[src/rtl/ad9866_slow_adc_if.sv]
// ---------------------------------------------------------------------------
// ad9866_slow_adc_if
// Bundles the ADC78H90 serial pins, the scan enable and the result outputs of
// the slow housekeeping ADC scanner.
//   master modport (scanner): drives nADCCS/ADCCLK/ADCMOSI, res_*, ch_data,
//                             fsm_state; reads enable and ADCMISO.
//   slave modport (user/ADC): the mirror image.
// Valid/ready note: results carry no back-pressure; res_valid is a one-cycle
// strobe and res_ch/res_data stay stable until the next strobe.
// ---------------------------------------------------------------------------
interface ad9866_slow_adc_if;
    logic        enable;
    logic        nADCCS;
    logic        ADCCLK;
    logic        ADCMOSI;
    logic        ADCMISO;
    logic        res_valid;
    logic [2:0]  res_ch;
    logic [11:0] res_data;
    logic [95:0] ch_data;
    logic [1:0]  fsm_state;

    modport master (
        input  enable, ADCMISO,
        output nADCCS, ADCCLK, ADCMOSI, res_valid, res_ch, res_data, ch_data,
               fsm_state
    );

    modport slave (
        output enable, ADCMISO,
        input  nADCCS, ADCCLK, ADCMOSI, res_valid, res_ch, res_data, ch_data,
               fsm_state
    );
endinterface

[src/rtl/ad9866_slow_adc.sv]
// ---------------------------------------------------------------------------
// ad9866_slow_adc
// Round-robin scanner for an ADC78H90 on an SPI-like link. Each frame shifts
// out a 16-bit control word (next channel address in bits 13:11) while
// shifting in the conversion of the address sent in the previous frame.
//   IF_clk : block clock (rising edge)
//   rst_n  : asynchronous active-low reset
//   bus    : ad9866_slow_adc_if.master (pins, enable, results, fsm_state)
// Parameters: HALF_DIV (IF_clk cycles per ADCCLK half period), NUM_CH
// (channels scanned), PERIOD (IF_clk cycles between frame starts).
// ---------------------------------------------------------------------------
module ad9866_slow_adc #(
    parameter int HALF_DIV = 4,
    parameter int NUM_CH   = 4,
    parameter int PERIOD   = 1024
) (
    input  logic               IF_clk,
    input  logic               rst_n,
    ad9866_slow_adc_if.master  bus
);
    localparam logic [1:0]  S_IDLE  = 2'd0;
    localparam logic [1:0]  S_SHIFT = 2'd1;
    localparam logic [1:0]  S_DONE  = 2'd2;

    localparam logic [7:0]  H_CNT   = 8'(HALF_DIV);
    localparam logic [15:0] PER_CNT = 16'(PERIOD);
    localparam logic [2:0]  LAST_CH = 3'(NUM_CH - 1);

    logic [1:0]  state_q, state_d;
    logic [15:0] pcnt_q, pcnt_d;      // cycles since last frame start, saturating
    logic        first_q, first_d;    // no frame started since reset
    logic [7:0]  hdiv_q, hdiv_d;      // position inside the current half period
    logic [5:0]  edge_q, edge_d;      // index of the next half-period boundary
    logic [15:0] word_q, word_d;      // control word, shifted out MSB first
    logic [11:0] shift_q, shift_d;    // only the low 12 received bits are kept
    logic [2:0]  cur_ch_q, cur_ch_d;
    logic        ncs_q, ncs_d;
    logic        sclk_q, sclk_d;
    logic        mosi_q, mosi_d;
    logic        rv_q, rv_d;
    logic [2:0]  res_ch_q, res_ch_d;
    logic [11:0] res_data_q, res_data_d;
    logic [95:0] ch_data_q, ch_data_d;

    logic [2:0]  next_ch;
    logic        start_ok;
    logic        tick;
    logic        launch;

    assign next_ch  = (cur_ch_q == LAST_CH) ? 3'd0 : cur_ch_q + 3'd1;
    assign start_ok = bus.enable && (first_q || (pcnt_q == PER_CNT));
    assign tick     = (hdiv_q == H_CNT);

    always_comb begin
        state_d    = state_q;
        pcnt_d     = (pcnt_q == PER_CNT) ? pcnt_q : pcnt_q + 16'd1;
        first_d    = first_q;
        hdiv_d     = hdiv_q;
        edge_d     = edge_q;
        word_d     = word_q;
        shift_d    = shift_q;
        cur_ch_d   = cur_ch_q;
        ncs_d      = ncs_q;
        sclk_d     = sclk_q;
        mosi_d     = mosi_q;
        rv_d       = 1'b0;
        res_ch_d   = res_ch_q;
        res_data_d = res_data_q;
        ch_data_d  = ch_data_q;
        launch     = 1'b0;

        case (state_q)
            S_IDLE: begin
                launch = start_ok;
            end
            S_SHIFT: begin
                if (tick) begin
                    hdiv_d = 8'd1;
                    edge_d = edge_q + 6'd1;
                    if (edge_q == 6'd33) begin
                        // Frame end: publish what was clocked in during this frame.
                        // It belongs to cur_ch, the address sent one frame earlier.
                        state_d    = S_DONE;
                        ncs_d      = 1'b1;
                        sclk_d     = 1'b1;
                        mosi_d     = 1'b0;
                        rv_d       = 1'b1;
                        res_ch_d   = cur_ch_q;
                        res_data_d = shift_q;
                        for (int i = 0; i < 8; i++) begin
                            if (cur_ch_q == 3'(i)) begin
                                ch_data_d[12*i +: 12] = shift_q;
                            end
                        end
                        cur_ch_d   = next_ch;
                    end else if (edge_q[0]) begin
                        sclk_d = 1'b0;
                        mosi_d = word_q[15];
                        word_d = {word_q[14:0], 1'b0};
                    end else begin
                        sclk_d  = 1'b1;
                        shift_d = {shift_q[10:0], bus.ADCMISO};
                    end
                end else begin
                    hdiv_d = hdiv_q + 8'd1;
                end
            end
            S_DONE: begin
                if (tick) begin
                    hdiv_d = 8'd1;
                    edge_d = edge_q + 6'd1;
                    // After 2H cycles of CS high the IDLE decision is taken in
                    // the same cycle, so back-to-back frames are 35H apart.
                    if (edge_q == 6'd35) begin
                        state_d = S_IDLE;
                        launch  = start_ok;
                    end
                end else begin
                    hdiv_d = hdiv_q + 8'd1;
                end
            end
            default: begin
                state_d = S_IDLE;
            end
        endcase

        if (launch) begin
            state_d = S_SHIFT;
            ncs_d   = 1'b0;
            sclk_d  = 1'b1;
            mosi_d  = 1'b0;
            pcnt_d  = 16'd1;
            first_d = 1'b0;
            hdiv_d  = 8'd1;
            edge_d  = 6'd1;
            word_d  = {2'b00, next_ch, 11'd0};
            shift_d = 12'd0;
        end
    end

    always_ff @(posedge IF_clk or negedge rst_n) begin
        if (!rst_n) begin
            state_q    <= S_IDLE;
            pcnt_q     <= 16'd0;
            first_q    <= 1'b1;
            hdiv_q     <= 8'd0;
            edge_q     <= 6'd0;
            word_q     <= 16'd0;
            shift_q    <= 12'd0;
            cur_ch_q   <= 3'd0;
            ncs_q      <= 1'b1;
            sclk_q     <= 1'b1;
            mosi_q     <= 1'b0;
            rv_q       <= 1'b0;
            res_ch_q   <= 3'd0;
            res_data_q <= 12'd0;
            ch_data_q  <= 96'd0;
        end else begin
            state_q    <= state_d;
            pcnt_q     <= pcnt_d;
            first_q    <= first_d;
            hdiv_q     <= hdiv_d;
            edge_q     <= edge_d;
            word_q     <= word_d;
            shift_q    <= shift_d;
            cur_ch_q   <= cur_ch_d;
            ncs_q      <= ncs_d;
            sclk_q     <= sclk_d;
            mosi_q     <= mosi_d;
            rv_q       <= rv_d;
            res_ch_q   <= res_ch_d;
            res_data_q <= res_data_d;
            ch_data_q  <= ch_data_d;
        end
    end

    assign bus.nADCCS    = ncs_q;
    assign bus.ADCCLK    = sclk_q;
    assign bus.ADCMOSI   = mosi_q;
    assign bus.res_valid = rv_q;
    assign bus.res_ch    = res_ch_q;
    assign bus.res_data  = res_data_q;
    assign bus.ch_data   = ch_data_q;
    assign bus.fsm_state = state_q;
endmodule

[src/flat_wrapper.sv]
// flat-port wrapper written by rule: the top's interface ports become plain ports
module ad9866_slow_adc_flat 
#(
    parameter int HALF_DIV = 4,
    parameter int NUM_CH   = 4,
    parameter int PERIOD   = 1024
)
  (IF_clk, rst_n, bus_enable, bus_ADCMISO, bus_nADCCS, bus_ADCCLK, bus_ADCMOSI, bus_res_valid, bus_res_ch, bus_res_data, bus_ch_data, bus_fsm_state);
  ad9866_slow_adc_if bus_i ();
  input  logic IF_clk;
  input  logic rst_n;
  input wire logic [$bits(bus_i.enable)-1:0] bus_enable;
  input wire logic [$bits(bus_i.ADCMISO)-1:0] bus_ADCMISO;
  output wire logic [$bits(bus_i.nADCCS)-1:0] bus_nADCCS;
  output wire logic [$bits(bus_i.ADCCLK)-1:0] bus_ADCCLK;
  output wire logic [$bits(bus_i.ADCMOSI)-1:0] bus_ADCMOSI;
  output wire logic [$bits(bus_i.res_valid)-1:0] bus_res_valid;
  output wire logic [$bits(bus_i.res_ch)-1:0] bus_res_ch;
  output wire logic [$bits(bus_i.res_data)-1:0] bus_res_data;
  output wire logic [$bits(bus_i.ch_data)-1:0] bus_ch_data;
  output wire logic [$bits(bus_i.fsm_state)-1:0] bus_fsm_state;
  assign bus_i.enable = bus_enable;
  assign bus_i.ADCMISO = bus_ADCMISO;
  assign bus_nADCCS = bus_i.nADCCS;
  assign bus_ADCCLK = bus_i.ADCCLK;
  assign bus_ADCMOSI = bus_i.ADCMOSI;
  assign bus_res_valid = bus_i.res_valid;
  assign bus_res_ch = bus_i.res_ch;
  assign bus_res_data = bus_i.res_data;
  assign bus_ch_data = bus_i.ch_data;
  assign bus_fsm_state = bus_i.fsm_state;
  ad9866_slow_adc #(.HALF_DIV(HALF_DIV), .NUM_CH(NUM_CH), .PERIOD(PERIOD)) u_core (.IF_clk(IF_clk), .rst_n(rst_n), .bus(bus_i));
endmodule
[config.mk]
export PLATFORM = sky130hd
export DESIGN_NAME = ad9866_slow_adc_flat
export DESIGN_NICKNAME = d
export VERILOG_FILES = /design/src/rtl/ad9866_slow_adc_if.sv /design/src/rtl/ad9866_slow_adc.sv /design/src/flat_wrapper.sv
export SDC_FILE = /design/constraint.sdc
export NUM_CORES = 1
export LEC_CHECK = 0
export BUFFER_PORTS_ARGS = -buffer_cell sky130_fd_sc_hd__buf_2
export CAP_MARGIN = 20
export CORE_MARGIN = 8
export CORE_UTILIZATION = 30
export DETAILED_ROUTE_END_ITERATION = 8
export PLACE_DENSITY = 0.56
export SETUP_SLACK_MARGIN = 0.2
export SYNTH_ARGS = -nofsm -noshare
export SYNTH_HDL_FRONTEND = slang
export SYNTH_SLANG_ARGS = --single-unit
[constraint.sdc]
create_clock -name IF_clk -period 2.3 [get_ports IF_clk]
set_input_delay 0.23 -clock IF_clk [delete_from_list [all_inputs] [get_ports IF_clk]]
set_output_delay 0.23 -clock IF_clk [all_outputs]
set_load 0.02 [all_outputs]
==> impl_metrics.json, run 1 <==
{
  "wirelength_um": 18000,
  "grt_pass1_wl_um": 28200,
  "antenna_cells": 0,
  "ir_worst_vdd_v": 0.000421,
  "cp_max_fo": 6,
  "antenna_left": 0,
  "synthDistinctLibCells": 44,
  "first_iter_violations": 289,
  "wire_per_inst_um": 17.0,
  "port_buffers": 120,
  "ioPinCount": 121,
  "setup_tns_ns": 0,
  "clk_path_buf_depth": 2,
  "power_density_mw_per_mm2": 641,
  "whs_endpoint": "u_core.shift_q[0]",
  "yosysWarnings": 0,
  "p_int_mw": 4.44,
  "p_comb_frac": 0.012,
  "min_period_ns": 2.14,
  "total_power_mw": 5.81,
  "syn_inst": 582,
  "die_area_mm2": 0.0289,
  "final_hold_viol_count": 0,
  "leakage_nw": 4.71,
  "worstPathRequired_ns": 2.60,
  "clock.fmax_mhz": 468,
  "synth_nets": 599,
  "globalplace.congestion": 0.766,
  "grt_max_degree": 76,
  "antenna_found_initial": 0,
  "power.net_switching_mw": 1.37,
  "synth.top_cells.by_area": "dfrtp_1, mux2_2, nand2_1, ha_1, mux2_4",
  "switching_share": 0.236,
  "seq_power_share": 0.508,
  "drive_above_1_share": 0.417,
  "avgSynthCellArea_um2": 12.2,
  "cap_viol_max_count": 0,
  "arrival_ns": 2.44,
  "ys_ff_latch": 168,
  "worst_pin_slew_ns": 0.599,
  "finalCritPeriodShare": 0.929,
  "dr_total_vias": 4745,
  "cts_sinks": 168,
  "relSlewSlack": 0.600,
  "whs_path_depth": 3,
  "cp-start-kind": "flip-flop",
  "status": "finished, final reports clean",
  "worstSetupPathType": "reg2reg",
  "clkPwrFrac": 0.480,
  "die_h_um": 170,
  "synth_area_mm2": 0.00711,
  "fin_util": 0.387,
  "yosys.area.top_type_share": 0.581,
  "nets": 740,
  "cts_tree": "yes",
  "rrSetupSlack_ns": 0.16,
  "die_w_um": 170,
  "yosysTopAreaCell": "dfrtp_1",
  "worstReg2RegStart": "u_core.hdiv_q[0]",
  "clk_latency_ns": 0.42,
  "setup-violations-final": 0,
  "grt-ovfl-total": 0,
  "rsz0062_at_grt": "true",
  "initial_utilization": 0.304,
  "skew_ns": 0.0102,
  "endpoint_kind": "flip-flop",
  "viasPerCell": 4.50,
  "slew_violations": 0,
  "hp-class": "in2reg",
  "cts_max_level": 4,
  "row_count": 56,
  "hp-start": "bus_ADCMISO",
  "grt_pass1_vias": 4907,
  "areaGrowthSynthToFinish_pct": 27.5,
  "clk_pin_slew_ns": 0.07,
  "worstRegToRegCells": 10,
  "dr.pass1.iters": 4,
  "rr_endpoint": "u_core.bus.ch_data[22]",
  "grtUsageTotal": 0.126,
  "core_mm2": 0.0234,
  "cts-root-buf": "clkbuf_16",
  "numCtsBuffers": 17,
  "dpl.hpwl_um": 12200,
  "drc": 0,
  "ys_seq_area_frac": 0.592
}
Yosys cell counts (all sizes together):
| cell type | number |
|---|---|
| dfrtp | 165 |
| mux2 | 96 |
| nand2 | 85 |
| nor2 | 38 |
| a21oi | 24 |
| clkbuf | 20 |
| nand3 | 19 |
| buf | 16 |
| ha | 13 |
| o21ai | 12 |
| xor2 | 12 |
| inv | 11 |
| xnor2 | 9 |
| nand2b | 7 |
| nand4 | 7 |
| nor3 | 7 |
| mux2i | 6 |
| and3 | 5 |
| nor4b | 4 |
| and2 | 3 |
| dfstp | 3 |
| nor3b | 3 |
| a311oi | 2 |
| a41oi | 2 |
| or3 | 2 |
| a21boi | 1 |
| a21o | 1 |
| and4 | 1 |
| and4bb | 1 |
| nand3b | 1 |
| nor2b | 1 |
| nor4 | 1 |
| o21bai | 1 |
| o31ai | 1 |
| or3b | 1 |
| or4 | 1 |
metrics by stage:
| stage | cell area [um2] | setup WS, ns | hold slack (ns) | cells |
|---|---|---|---|---|
| 3_3_place_gp | 8280 | 0.163 | 0.155 | 1012 |
| 4_1_cts | 8940 | 0.173 | 0.0684 | 1051 |
| 2_1_floorplan | 7140 | 0.166 | -0.0656 | 582 |
| 5_1_grt | 9060 | 0.0873 | 0.0897 | 1055 |
| 6_report | 9060 | 0.164 | 0.0837 | 1055 |
| 3_5_place_dp | 8280 | 0.119 | 0.157 | 1012 |
critical path, cell delays in order, from the launching register on:
cell	delay, ns
dfrtp_1	0.39
inv_2	0.07
ha_4	0.11
and4bb_2	0.23
and2_4	0.17
nand3_4	0.13
buf_6	0.17
nor3b_4	0.19
buf_6	0.15
buf_12	0.13
mux2_4	0.30
cell type report:
cell class / instances / area, um2
flip-flops and latches: 168 / 4210
clock inverters: 13 / 133
fillers: 2324 / 14300
inverters: 11 / 43.8
multi-input cells: 367 / 2810
repair buffers: 158 / 1030
well taps: 319 / 399
clock buffers: 19 / 443
power groups by stage:
| stage | sequential, mW | clock, mW | combinational (mW) |
|---|---|---|---|
| after floorplan | 3.01 | 0 | 0.000710 |
| after global placement | 3.01 | 0 | 0.0761 |
| after detailed placement | 3.01 | 0 | 0.0757 |
| after CTS | 2.95 | 2.85 | 0.0774 |
| after global routing | 2.95 | 2.98 | 0.0857 |
| final | 2.95 | 2.79 | 0.0708 |
registers in the layout, indices dropped and copies added, names as in the netlist:
name / flops
u_core.pcnt_q: 16
u_core.word_q: 5
u_core.bus.res_valid: 1
u_core.bus.nADCCS: 1
u_core.bus.ADCCLK: 1
u_core.bus.res_data: 12
u_core.edge_q: 6
u_core.bus.fsm_state: 2
u_core.bus.ADCMOSI: 1
u_core.cur_ch_q: 3
u_core.hdiv_q: 8
u_core.shift_q: 12
u_core.bus.ch_data: 96
u_core.bus.res_ch: 3
u_core.first_q: 1
cell usage in the layout (no fill, tap or decap), drive strengths merged, types with 2 or more instances in the layout:
cell and n:
nor3 7, a21oi 24, inv 19, mux2i 6, nor3b 3, xor2 12
nor2 38, clkbuf 19, ha 13, or3 2, mux2 96, buf 157
nand4 7, nand3 19, a41oi 2, and3 5, and2 3, xnor2 9
nand2b 7, dfstp 3, clkinv 5, o21ai 12, nor4b 4, dfrtp 165
nand2 85, a311oi 2
cells by family (layout without fill, tap and decap cells):
kind of cell | count (synthesis) | in the layout | synth area share
DFF | 168 | 168 | 0.592
buffers and inverters | 47 | 201 | 0.0304
muxes | 102 | 102 | 0.166
AOI/OAI and AO/OA | 44 | 44 | 0.0345
and+or+nand+nor | 187 | 187 | 0.129
adders and majority gates | 13 | 13 | 0.0229
xor gates and xnor gates | 21 | 21 | 0.0259
layer usage:
layer / global-route usage / vias to the layer above / part of all wire
met5: 0 / - / 0
met4: 0.0389 / 0 / 0.0093
met3: 0.0292 / 10 / 0.045
met2: 0.202 / 89 / 0.47
met1: 0.166 / 2386 / 0.47
li1: - / 2260 / -
what timing repair did:
action / CTS / global route
endpoints found under the hold margin: 33 / 0
endpoints found under the setup margin: 73 / 138
resized for setup: 4 / 26
pin swaps: 2 / 2
hold buffers: 1 / 0
gates cloned: 1 / 1
buffers inserted: 5 / 3
how the worst max path moves through the flow:
stage                startpoint                     end  slack (ns)
2_1_floorplan  u_core.hdiv_q[0]  u_core.bus.ch_data[60]        0.17
3_3_place_gp   u_core.hdiv_q[0]  u_core.bus.ch_data[20]        0.16
3_5_place_dp   u_core.hdiv_q[0]  u_core.bus.ch_data[15]        0.12
4_1_cts        u_core.hdiv_q[0]  u_core.bus.ch_data[22]        0.17
5_1_grt        u_core.hdiv_q[0]  u_core.bus.ch_data[22]        0.09
6_report       u_core.hdiv_q[0]  u_core.bus.ch_data[22]        0.16
(Power assumes the default switching activity.)
==> run 2, diff against run 1 <==
--- a/config.mk
+++ b/config.mk
@@ -10,7 +10,8 @@
 export CORE_MARGIN = 8
 export CORE_UTILIZATION = 30
 export DETAILED_ROUTE_END_ITERATION = 8
-export PLACE_DENSITY = 0.56
+export HOLD_SLACK_MARGIN = 0.08
+export PLACE_DENSITY = 0.54
 export SETUP_SLACK_MARGIN = 0.2
 export SYNTH_ARGS = -nofsm -noshare
 export SYNTH_HDL_FRONTEND = slang
==> constraint.sdc (replaced) <==
create_clock -name IF_clk -period 2.6 [get_ports IF_clk]
set_input_delay 0.26 -clock IF_clk [delete_from_list [all_inputs] [get_ports IF_clk]]
set_output_delay 0.26 -clock IF_clk [all_outputs]
set_load 0.02 [all_outputs]
==> run 2 against run 1 <==
Compared with the run above: first-iteration DRC count increased by 2.4%; sequential share of layout area increased by 1.6 points; register-to-register slack improved by 0.21 ns; critical endpoint is now u_core.bus.ch_data[41]; maximum frequency decreased by 3.9%; die area unchanged; total power decreased by 8.9%; clock-buffer cell count increased by 1; sequential power decreased by 12%; via count decreased by 1.0%; combinational power decreased by 14%; global-route usage decreased by 0.32 points.
==> impl_metrics.json, run 2 (synthesis gave the netlist of run 1 again) <==
{
  "status": "finished, final reports clean",
  "crit_path_end": "u_core.bus.ch_data[41]",
  "setup-violations-final": 0,
  "post-cts-setup-buffers": 0,
  "worstReg2RegStart": "u_core.hdiv_q[0]",
  "dr_total_vias": 4697,
  "slowest_delay_ns": 0.42,
  "dpl.hpwl_um": 12100,
  "first_iter_violations": 296,
  "cp-start-kind": "flip-flop",
  "grt_pass1_vias": 4794,
  "wirelength_um": 17300,
  "core_mm2": 0.0234,
  "multiInputGateArea_mm2": 0.00271,
  "nets": 723,
  "globalplace.congestion": 0.729,
  "antenna_found_initial": 0,
  "cts_tree": "yes",
  "final_common_cell": "dfrtp_1",
  "power_density_mw_per_mm2": 604,
  "row_count": 56,
  "cp_max_fo": 14,
  "setup_tns_ns": 0,
  "fin_ws_ns": 0.376,
  "grt_max_degree": 95,
  "final_design_area_no_fill_mm2": 0.00876,
  "cap_viol_max_count": 0,
  "final_hold_viol_count": 0,
  "postPlaceCellArea_mm2": 0.00812,
  "slew_violations": 0,
  "largest_reg_flops": 96,
  "regArea_mm2": 0.00421,
  "antenna_cells": 0,
  "finalCritPeriodShare": 0.855,
  "grt-ovfl-total": 0,
  "place_ws_ns": 0.228,
  "port_buffers": 120,
  "clk_path_buf_depth": 2,
  "crit_chain": "inv_1, ha_1, and4bb_1, and2_1, nand3_4, buf_6, nor2_1, buf_4, mux2_2",
  "viasPerCell": 4.53,
  "cts_max_level": 4,
  "cpMaxStageDelayCell": "dfrtp_1",
  "leakage_nw": 4.59,
  "skew_ns": 0.0115,
  "die_w_um": 170,
  "worstSetupPathType": "reg2reg",
  "hp-class": "in2async",
  "startpoint": "u_core.hdiv_q[0]",
  "wire_per_inst_um": 16.7,
  "antenna_left": 0,
  "ir_worst_vdd_v": 0.000421,
  "cts-root-buf": "clkbuf_16",
  "rsz0062_at_grt": "false",
  "clk_pin_slew_ns": 0.07,
  "relSlewSlack": 0.653,
  "areaGrowthSynthToFinish_pct": 23.2,
  "min_period_ns": 2.22,
  "rr_endpoint": "u_core.bus.ch_data[41]",
  "dr.pass1.iters": 4,
  "grt_pass1_wl_um": 27800,
  "worst_hold_slack_ns": 0.307,
  "arrival_ns": 2.53,
  "clock.fmax_mhz": 450,
  "endpoint_kind": "flip-flop",
  "rrSetupSlack_ns": 0.38,
  "clk_latency_ns": 0.42,
  "drive_above_1_share": 0.391,
  "worstPathRequired_ns": 2.91,
  "drc": 0,
  "numCtsBuffers": 17,
  "die_area_mm2": 0.0289,
  "total_power_mw": 5.29,
  "initial_utilization": 0.304,
  "cts_sinks": 168,
  "grtUsageTotal": 0.122,
  "worstRegToRegCells": 9,
  "fillerInstances": 2350,
  "ioPinCount": 121,
  "worst_pin_slew_ns": 0.520,
  "layout_common_cells": "dfrtp_1, buf_2, mux2_2, nand2_1, nor2_1",
  "die_h_um": 170
}
-- run 2: cell count changes in the layout (fill, tap and decap cells not counted), moves of 2 or more --
cell       delta
nor3b_4       -2
inv_1         +2
clkinv_4      -2
nor3b_2       +2
buf_4         -8
clkinv_8      -2
bufinv_16     +2
buf_12        -7
mux2_4       -12
mux2_2       +12
-- run 2: worst min-delay path by stage --
stage                      from  cells after the start                      to
after floorplan           rst_n                      0      u_core.bus.ADCMOSI
after global routing      rst_n                      2  u_core.bus.ch_data[39]
after CTS                 rst_n                      2  u_core.bus.ch_data[39]
final                     rst_n                      2  u_core.bus.ch_data[39]
after global placement    rst_n                      1  u_core.bus.ch_data[39]
after detailed placement  rst_n                      1  u_core.bus.ch_data[39]
-- run 2: critical path, delay by kind of cell (launching register included) --
family / cells / cell delay, ns
simple gates: 4 / 0.69
mux: 1 / 0.35
flops: 1 / 0.42
fa+ha+maj: 1 / 0.13
buf+inv: 3 / 0.52
-- run 2: per-stage QoR --
stage	util	cells
after floorplan	-	582
after global placement	0.347	1004
after detailed placement	0.347	1004
after CTS	0.374	1038
after global routing	0.374	1038
final	0.374	1038
-- run 2: timing repair --
action | 4_1_cts | 5_1_grt
resized for setup | 0 | 4
hold endpoints to repair | 39 | 0
setup endpoints to repair | 0 | 73
hold buffers | 2 | 0
-- run 2: layout make-up --
| type | count | area share |
|---|---|---|
| Multi-Input combinational cell | 367 | 0.309 |
| Clock buffer | 20 | 0.0521 |
| Sequential cell | 168 | 0.480 |
| Timing Repair Buffer | 141 | 0.0911 |
| Inverter | 11 | 0.00471 |
| Clock inverter | 12 | 0.0171 |
| Tap cell | 319 | 0.0456 |
-- run 2: metal layers --
metal / global-route usage / wire (um) / vias to the layer above / part of all wire
li1: - / - / 2228 / -
met1: 0.162 / 8070 / 2358 / 0.47
met2: 0.192 / 7990 / 101 / 0.46
met3: 0.0392 / 1150 / 10 / 0.066
met4: 0.0297 / 104 / 0 / 0.0060
met5: 0 / 0 / - / 0
-- run 2: power breakdown --
group          internal (mW)  switching (mW)
clock network           1.50            1.12
logic                0.00903          0.0520
registers               2.61               0
==> run 3, diff against run 2 <==
--- a/config.mk
+++ b/config.mk
@@ -5,6 +5,7 @@
 export SDC_FILE = /design/constraint.sdc
 export NUM_CORES = 1
 export LEC_CHECK = 0
+export ABC_AREA = 1
 export BUFFER_PORTS_ARGS = -buffer_cell sky130_fd_sc_hd__buf_2
 export CAP_MARGIN = 20
 export CORE_MARGIN = 8
@@ -16,3 +17,4 @@
 export SYNTH_ARGS = -nofsm -noshare
 export SYNTH_HDL_FRONTEND = slang
 export SYNTH_SLANG_ARGS = --single-unit
+export TNS_END_PERCENT = 50
==> run 3 against run 2 <==
Compared with the run above: final cell count is 18% higher; worst setup slack better by 0.089 ns; clock skew is 0.0037 ns lower; register-to-register slack better by 0.09 ns; critical path depth is 1 higher; area after synthesis is 1.1% lower; non-clock buffer count is 7 lower; total power is 2.7% lower; clock power is 6% lower; clock-buffer cell count is 2 lower; maximum frequency is 4.2% higher; critical path type unchanged; critical endpoint is now u_core.edge_q[0]; largest cell class unchanged.
==> impl_metrics.json, run 3 <==
{
  "skew_ns": 0.00781,
  "leakage_nw": 4.40,
  "clock.fmax_mhz": 468,
  "seq_power_share": 0.508,
  "whs_path_depth": 4,
  "clk_path_buf_depth": 2,
  "worstPathRequired_ns": 2.92,
  "core_mm2": 0.0233,
  "synthDistinctLibCells": 37,
  "largest_reg_flops": 96,
  "ioPinCount": 121,
  "dpl.hpwl_um": 12800,
  "ir_worst_vdd_v": 0.000433,
  "final_hold_viol_count": 0,
  "final_common_cell": "nand2_1",
  "antenna_left": 0,
  "slew_violations": 0,
  "first_iter_violations": 406,
  "worst_hold_slack_ns": 0.176,
  "die_h_um": 169,
  "viasPerCell": 4.40,
  "synth_edf_count": 0,
  "cts_max_level": 4,
  "wirelength_um": 18200,
  "yosysWarnings": 0,
  "postCtsResizedCells": 0,
  "status": "finished, final reports clean",
  "cts_hold_buf": 1,
  "worstRegToRegCells": 10,
  "initial_utilization": 0.302,
  "synth_most_common_cell": "nand2_1",
  "grt_pass1_vias": 5321,
  "avgSynthCellArea_um2": 9.17,
  "rsz0062_at_grt": "false",
  "min_period_ns": 2.13,
  "ys_seq_area_frac": 0.599,
  "worstSetupPathType": "reg2reg",
  "grt-ovfl-total": 0,
  "arrival_ns": 2.45,
  "stdcell_count": 1222,
  "power_density_mw_per_mm2": 600,
  "dr.pass1.iters": 5,
  "place_ws_ns": 0.486,
  "fillerInstances": 2423,
  "clkPwrFrac": 0.479,
  "hp-class": "in2reg",
  "cts_tree": "yes",
  "layout_common_cells": "nand2_1, dfrtp_1, o21ai_0, buf_2, inv_1",
  "die_w_um": 169,
  "finalCritPeriodShare": 0.821,
  "yosysTopAreaCell": "dfrtp_1",
  "row_count": 56,
  "worstReg2RegStart": "u_core.edge_q[0]",
  "clk_latency_ns": 0.43,
  "hp-start": "bus_ADCMISO",
  "synth.top_cells.by_area": "dfrtp_1, nand2_1, o21ai_0, inv_1, nand3_1",
  "globalplace.congestion": 0.817,
  "synthArstFlopShare": 1.00,
  "p_int_mw": 3.99,
  "whs_endpoint": "u_core.shift_q[0]",
  "clk_pin_slew_ns": 0.06,
  "synth_nets": 784,
  "post-cts-setup-buffers": 0,
  "switching_share": 0.224,
  "ys_ff_latch": 168,
  "synth.cells.most_frequent": "nand2_1, dfrtp_1, o21ai_0",
  "rr_endpoint": "u_core.edge_q[0]",
  "yosys.area.top_type_share": 0.587,
  "placed_cells": 1189,
  "antenna_found_initial": 0,
  "areaGrowthSynthToFinish_pct": 22.1,
  "dr_total_vias": 5371,
  "fin_ws_ns": 0.465,
  "nets": 907,
  "port_buffers": 120,
  "cap_viol_max_count": 0,
  "cp-start-kind": "flip-flop",
  "setup-violations-final": 0,
  "numCtsBuffers": 17,
  "syn_inst": 767,
  "power.net_switching_mw": 1.16,
  "grt_pass1_wl_um": 29500,
  "cts_sinks": 168,
  "cp_max_fo": 14,
  "synth_area_mm2": 0.00703,
  "die_area_mm2": 0.0286,
  "setup_tns_ns": 0,
  "grt_max_degree": 80,
  "cts-root-buf": "clkbuf_16",
  "ys.flop_type": "dfrtp_1",
  "relSlewSlack": 0.422,
  "rrSetupSlack_ns": 0.47,
  "grtUsageTotal": 0.133,
  "p_comb_frac": 0.013,
  "wire_per_inst_um": 14.9,
  "drc": 0,
  "worst_pin_slew_ns": 0.867,
  "endpoint_kind": "flip-flop",
  "drive_above_1_share": 0.206
}
[run 3: cell types whose count changed in the layout (fill, tap and decap cells not counted), sizes merged, moves of 7 or more]
| cell | change |
|---|---|
| xor2 | -8 |
| nand2b | -7 |
| mux2 | -95 |
| xnor2 | -9 |
| a21oi | -18 |
| inv | +76 |
| o21ai | +138 |
| nand3 | +23 |
| nand2 | +118 |
[run 3: per-stage QoR]
stage	power [mW]	instance area, um2	util
floorplan	2.67	7030	-
global placement	2.74	8000	0.344
detailed placement	2.73	8000	0.344
CTS	5.23	8580	0.369
global route	5.33	8580	0.369
finish	5.15	8590	0.369
[run 3: metal layers]
metal / wire length, um / up-vias / track usage
li1: - / 2724 / -
met1: 8350 / 2504 / 0.167
met2: 8490 / 126 / 0.219
met3: 1190 / 17 / 0.0377
met4: 220 / 0 / 0.0377
met5: 0 / - / 0
[run 3: cell type report]
class	count	area (um2)	area share
flip-flops and latches	168	4210	0.490
multi-input cells	481	2330	0.272
repair buffers	134	739	0.0861
clock buffers	18	439	0.0511
well taps	319	399	0.0465
inverters	88	330	0.0385
clock inverters	13	135	0.0157
diodes	1	2.50	0.000291
[run 3: cells by family (layout without fill, tap and decap cells)]
family / after synthesis / count (layout) / synth area share
flip-flops: 168 / 168 / 0.599
AO/OA/AOI/OAI: 166 / 166 / 0.122
buffers and inverters: 118 / 253 / 0.0696
AND/OR/NAND/NOR: 297 / 297 / 0.181
other: 0 / 1 / 0
XOR/XNOR: 4 / 4 / 0.00498
adder cells (fa/ha/maj): 13 / 13 / 0.0231
multiplexers: 1 / 1 / 0.00160
[run 3: how the worst max path moves through the flow]
stage / from / endpoint
3_5_place_dp: u_core.edge_q[0] / u_core.edge_q[0]
6_report: u_core.edge_q[0] / u_core.edge_q[0]
4_1_cts: u_core.edge_q[0] / u_core.edge_q[0]
5_1_grt: u_core.edge_q[0] / u_core.edge_q[0]
2_1_floorplan: u_core.hdiv_q[0] / u_core.bus.ch_data[15]
3_3_place_gp: u_core.edge_q[0] / u_core.edge_q[0]
[run 3: power by group through the flow]
| stage | logic, mW | clock network (mW) | registers, mW |
|---|---|---|---|
| floorplan | 0.00258 | 0 | 2.66 |
| detailed placement | 0.0708 | 0 | 2.66 |
| global route | 0.0788 | 2.64 | 2.61 |
| global placement | 0.0717 | 0 | 2.66 |
| CTS | 0.0720 | 2.54 | 2.61 |
| finish | 0.0669 | 2.47 | 2.61 |
[run 3: worst max-delay path, cell delays in order, from the launching register on]
cell     delay, ns
dfrtp_1       0.47
ha_1          0.27
nand3_1       0.09
nor2_1        0.16
nand3_1       0.10
nand2_1       0.06
nand3_1       0.15
nand2_2       0.24
nand2_2       0.22
o21ai_0       0.20
nand2_1       0.06
